===== src/rtl/instr_fetch_unit.sv =====
// Instruction fetch front end: owns the PC, issues single-outstanding imem reads and
// hands instructions to decode over valid/ready, with branch/jump redirect.
module instr_fetch_unit #(
  parameter int unsigned    XLEN     = 32,
  parameter logic [XLEN-1:0] RESET_PC = '0
) (
  input  logic            clk,
  input  logic            rst_n,
  output logic            imem_req,
  output logic [XLEN-1:0] imem_addr,
  input  logic            imem_gnt,
  input  logic            imem_rvalid,
  input  logic [XLEN-1:0] imem_rdata,
  output logic            id_valid,
  output logic [XLEN-1:0] id_instr,
  output logic [XLEN-1:0] id_pc,
  input  logic            id_ready,
  input  logic            redirect,
  input  logic [XLEN-1:0] redirect_pc,
  output logic [31:0]     fetch_count
);

  typedef enum logic [2:0] {StIdle, StReq, StWait, StHold, StDrain} state_e;

  localparam logic [XLEN-1:0] Nop = XLEN'(32'h0000_0013);

  state_e          state_q;
  logic [XLEN-1:0] pc_q;
  logic [XLEN-1:0] target;

  assign target    = {redirect_pc[XLEN-1:2], 2'b00};
  assign imem_req  = (state_q == StReq);
  assign imem_addr = pc_q;

  always_ff @(posedge clk or negedge rst_n) begin
    if (!rst_n) begin
      state_q     <= StIdle;
      pc_q        <= RESET_PC;
      id_valid    <= 1'b0;
      id_instr    <= Nop;
      id_pc       <= '0;
      fetch_count <= '0;
    end else begin
      // Redirect wins everywhere except IDLE; any pending HOLD instruction is dropped.
      if (redirect && (state_q != StIdle)) begin
        pc_q     <= target;
        id_valid <= 1'b0;
      end
      unique case (state_q)
        StIdle: state_q <= StReq;
        StReq: begin
          if (redirect) begin
            state_q <= imem_gnt ? StDrain : StReq;
          end else if (imem_gnt) begin
            state_q <= StWait;
          end
        end
        StWait: begin
          if (redirect) begin
            state_q <= imem_rvalid ? StReq : StDrain;
          end else if (imem_rvalid) begin
            id_instr <= imem_rdata;
            id_pc    <= pc_q;
            id_valid <= 1'b1;
            pc_q     <= pc_q + XLEN'(4);
            state_q  <= StHold;
          end
        end
        StHold: begin
          // A transfer coinciding with a redirect still counts.
          if (id_ready) begin
            fetch_count <= fetch_count + 32'd1;
          end
          if (redirect || id_ready) begin
            id_valid <= 1'b0;
            state_q  <= StReq;
          end
        end
        StDrain: begin
          if (imem_rvalid) begin
            state_q <= StReq;
          end
        end
        default: state_q <= StIdle;
      endcase
    end
  end

endmodule


===== config.mk =====
export PLATFORM = sky130hd
export DESIGN_NAME = instr_fetch_unit
export DESIGN_NICKNAME = d
export VERILOG_FILES = /design/src/rtl/instr_fetch_unit.sv
export SDC_FILE = /design/constraint.sdc
export NUM_CORES = 1
export LEC_CHECK = 0
export CORE_MARGIN = 5
export CORE_UTILIZATION = 30
export DETAILED_ROUTE_END_ITERATION = 10
export GPL_ROUTABILITY_DRIVEN = 0
export PLACE_DENSITY = 0.62
export SYNTH_ARGS = -nofsm -noshare
export SYNTH_HDL_FRONTEND = slang
export SYNTH_SLANG_ARGS = --single-unit
export TNS_END_PERCENT = 1

===== constraint.sdc =====
create_clock -name clk -period 2.1 [get_ports clk]
set_input_delay 0.42 -clock clk [delete_from_list [all_inputs] [get_ports clk]]
set_output_delay 0.42 -clock clk [all_outputs]
set_load 0.05 [all_outputs]

==> impl_metrics.env <==
export IMPL_drv_cap=0
export IMPL_track_usage=0.1634
export IMPL_cts_tree="yes"
export IMPL_intPower_mw=7.495
export IMPL_slew_violations=0
export IMPL_synth_seq_cells=132
export IMPL_ff2ff_setup_slack_ns=0.24
export IMPL_nNetsFinal=950
export IMPL_netlist_area_leader_share=0.5326
export IMPL_status="finished, final reports clean"
export IMPL_finalNonFillerCells=1162
export IMPL_root_buffer="clkbuf_16"
export IMPL_synth_fp_nets=712
export IMPL_irDropWorstVdd_uv=911.3
export IMPL_register_area_um2=3307
export IMPL_vias=5382
export IMPL_synth_async_sr_flop_share=1.000
export IMPL_place_worst_setup_slack_ns=-0.2193
export IMPL_yosys_top_cells_count="nand2_1, dfrtp_1, nor2_1"
export IMPL_cts_buffers=17
export IMPL_grt_pass1_wl_um=30500
export IMPL_setup_viol=0
export IMPL_crit_fanout=3
export IMPL_crit_buf_inv=1
export IMPL_p_leak_nw=4.418
export IMPL_synth_ff_type="dfrtp_1"
export IMPL_overflow=0
export IMPL_clock_fmax_ghz=0.4901
export IMPL_final_antenna_net_count=0
export IMPL_fillCellCount=1993
export IMPL_multiInputGateArea_um2=2608
export IMPL_post_route_period_util=0.9716
export IMPL_hpwl_um=13510
export IMPL_slew_headroom=0.6201
export IMPL_p_per_area_nw_per_um2=1500
export IMPL_synth_warnings=0
export IMPL_clock_power_share=0.227
export IMPL_htree_levels=4
export IMPL_min_path_cells=2
export IMPL_post_synth_top_count_cell="nand2_1"
export IMPL_seqPwrFrac=0.300
export IMPL_finalHoldViolations=0
export IMPL_p_switching_mw=6.427
export IMPL_clock_sinks=132
export IMPL_clock_latency_ns=0.42
export IMPL_switching_share=0.4616
export IMPL_first_pass_iters=4
export IMPL_die_h_um=152.1
export IMPL_grt_max_degree=45
export IMPL_clockBufferDepth=2
export IMPL_viasPerCell=4.632
export IMPL_cp_start_kind="flip-flop"
export IMPL_start_util=0.3024
export IMPL_dieArea_um2=23150
export IMPL_yosys_top_cells_area="dfrtp_1, nand2_1, xnor2_1"
export IMPL_grt_pass1_vias=5456
export IMPL_slowest_delay_ns=0.82
export IMPL_worstPathArrival_ns=1.62
export IMPL_rows=52
export IMPL_crit_family="buffers and inverters"
export IMPL_wl_um=18510
export IMPL_hp_class="flip-flop to flip-flop"
export IMPL_pin_count=200
export IMPL_ys_seq_area_frac=0.5456
export IMPL_synth_edf_count=0
export IMPL_postSynthCellCount=640
export IMPL_die_w_um=152.1
export IMPL_worstSetupEndpointType="primary output"
export IMPL_worstRegToRegCells=5
export IMPL_dp_cells=1128
export IMPL_crit_chain="clkdlybuf4s50_1"
export IMPL_skew_ns=0.01302
export IMPL_period_needed_ns=2.040
export IMPL_slowest_stage="clkdlybuf4s50_1"
export IMPL_rsz0062_at_grt="yes"
export IMPL_hold_slack_ns=0.4582
export IMPL_portBuffers=197
export IMPL_wl_per_cell_um=15.93
export IMPL_antenna_found_initial=1
export IMPL_clk_pin_slew_ns=0.06
export IMPL_criticalPathCategory="flip-flop to primary output"
export IMPL_synth_distinct_cells=54
export IMPL_area_growth_pct=53.12
export IMPL_synth_largest_area_cell="dfrtp_1"
export IMPL_core_um2=20040
export IMPL_drive_gt1_frac=0.1571
export IMPL_drcViolationCount=0
export IMPL_required_ns=1.68
export IMPL_fin_util=0.4631
export IMPL_finalWorstSetupSlack_ns=0.05963
export IMPL_avgSynthCellArea_um2=9.470
export IMPL_syn_area_um2=6061
export IMPL_combPwrFrac=0.473
export IMPL_cp_depth=1
export IMPL_drt_initial_drc_count=273
export IMPL_worstMarginPinSlew_ns=0.5681
## cells by family (layout without fill, tap and decap cells)
kind of cell             count (synthesis)  after routing  synth area share
XOR/XNOR                                32             32           0.04624
AND/OR/NAND/NOR                        370            370            0.2973
flip-flops                             132            132            0.5456
adder cells (fa/ha/maj)                  2              2          0.004128
AO/OA/AOI/OAI                           69             69           0.07907
other                                    0              1                 0
buffers and inverters                   35            286           0.02766
## final timing paths
kind / startpoint / endpoint
max in group asynchronous: rst_n / fetch_count[3]
worst min register to register: id_instr[4] / id_instr[4]
worst max-delay path: fetch_count[30] / fetch_count[30]
worst max register to register: state_q[0] / imem_addr[23]
min in group asynchronous: rst_n / fetch_count[8]
worst min-delay path: id_instr[4] / id_instr[4]
## power by group through the flow
stage	logic (mW)	clock network (mW)	registers [mW]
4_1_cts	6.65	3.28	4.18
2_1_floorplan	1.42	0	6.89
3_5_place_dp	6.73	0	4.20
5_1_grt	6.96	3.39	4.33
6_report	6.58	3.16	4.17
3_3_place_gp	6.68	0	4.20
## registers in the layout (all words and copies together) (netlist names)
name,flops
id_pc,32
state_q,3
fetch_count,32
id_valid,1
imem_addr,32
id_instr,32
## metal layers
layer / global-route usage / routed length, µm / part of all wire / up-vias
li1: - / - / - / 2648
met1: 0.2101 / 8292 / 0.45 / 2587
met2: 0.2574 / 8900 / 0.48 / 138
met3: 0.05936 / 1158 / 0.063 / 9
met4: 0.05308 / 158 / 0.0085 / 0
met5: 0 / 0 / 0 / -
## cell usage in the layout, fill, tap and decap left out, types with 5 or more instances in the layout
cell type | Yosys | layout
a211oi_1 | 15 | 15
a21oi_1 | 10 | 10
a311oi_1 | 11 | 11
and3_1 | 17 | 17
and4_1 | 6 | 5
buf_12 | 0 | 6
buf_4 | 3 | 73
clkbuf_16 | 0 | 17
clkdlybuf4s50_1 | 0 | 134
clkinvlp_4 | 0 | 6
dfrtp_1 | 129 | 129
dlygate4sd2_1 | 0 | 26
dlymetal6s2s_1 | 0 | 10
nand2_1 | 225 | 225
nand3_1 | 20 | 20
nand4_1 | 13 | 13
nor2_1 | 41 | 41
nor3_1 | 15 | 15
o21ai_0 | 11 | 11
o22ai_1 | 5 | 5
xnor2_1 | 27 | 27
xor2_1 | 5 | 5
## layout make-up
| type | instances | area share |
|---|---|---|
| diodes | 1 | 0.0002697 |
| clock buffers | 17 | 0.04584 |
| clock inverters | 15 | 0.02211 |
| inverters | 3 | 0.001213 |
| multi-input cells | 473 | 0.2810 |
| flip-flops and latches | 132 | 0.3563 |
| well taps | 270 | 0.03640 |
| repair buffers | 251 | 0.2568 |
## metrics by stage
step	total power, mW	setup TNS, ns	instance area, µm²
floorplan	8.306	-0.005923	6066
global placement	10.88	-3.447	8643
finish	13.92	0	9280
CTS	14.11	0	9251
global route	14.67	-0.005399	9280
detailed placement	10.93	-4.328	8643
## repair_timing
action,4_1_cts,5_1_grt
hold endpoints to repair,37,0
setup buffers,0,0
endpoints found under the setup margin,26,15
hold buffers,1,0
gates resized for setup,26,11
(Power assumes the default switching activity.)
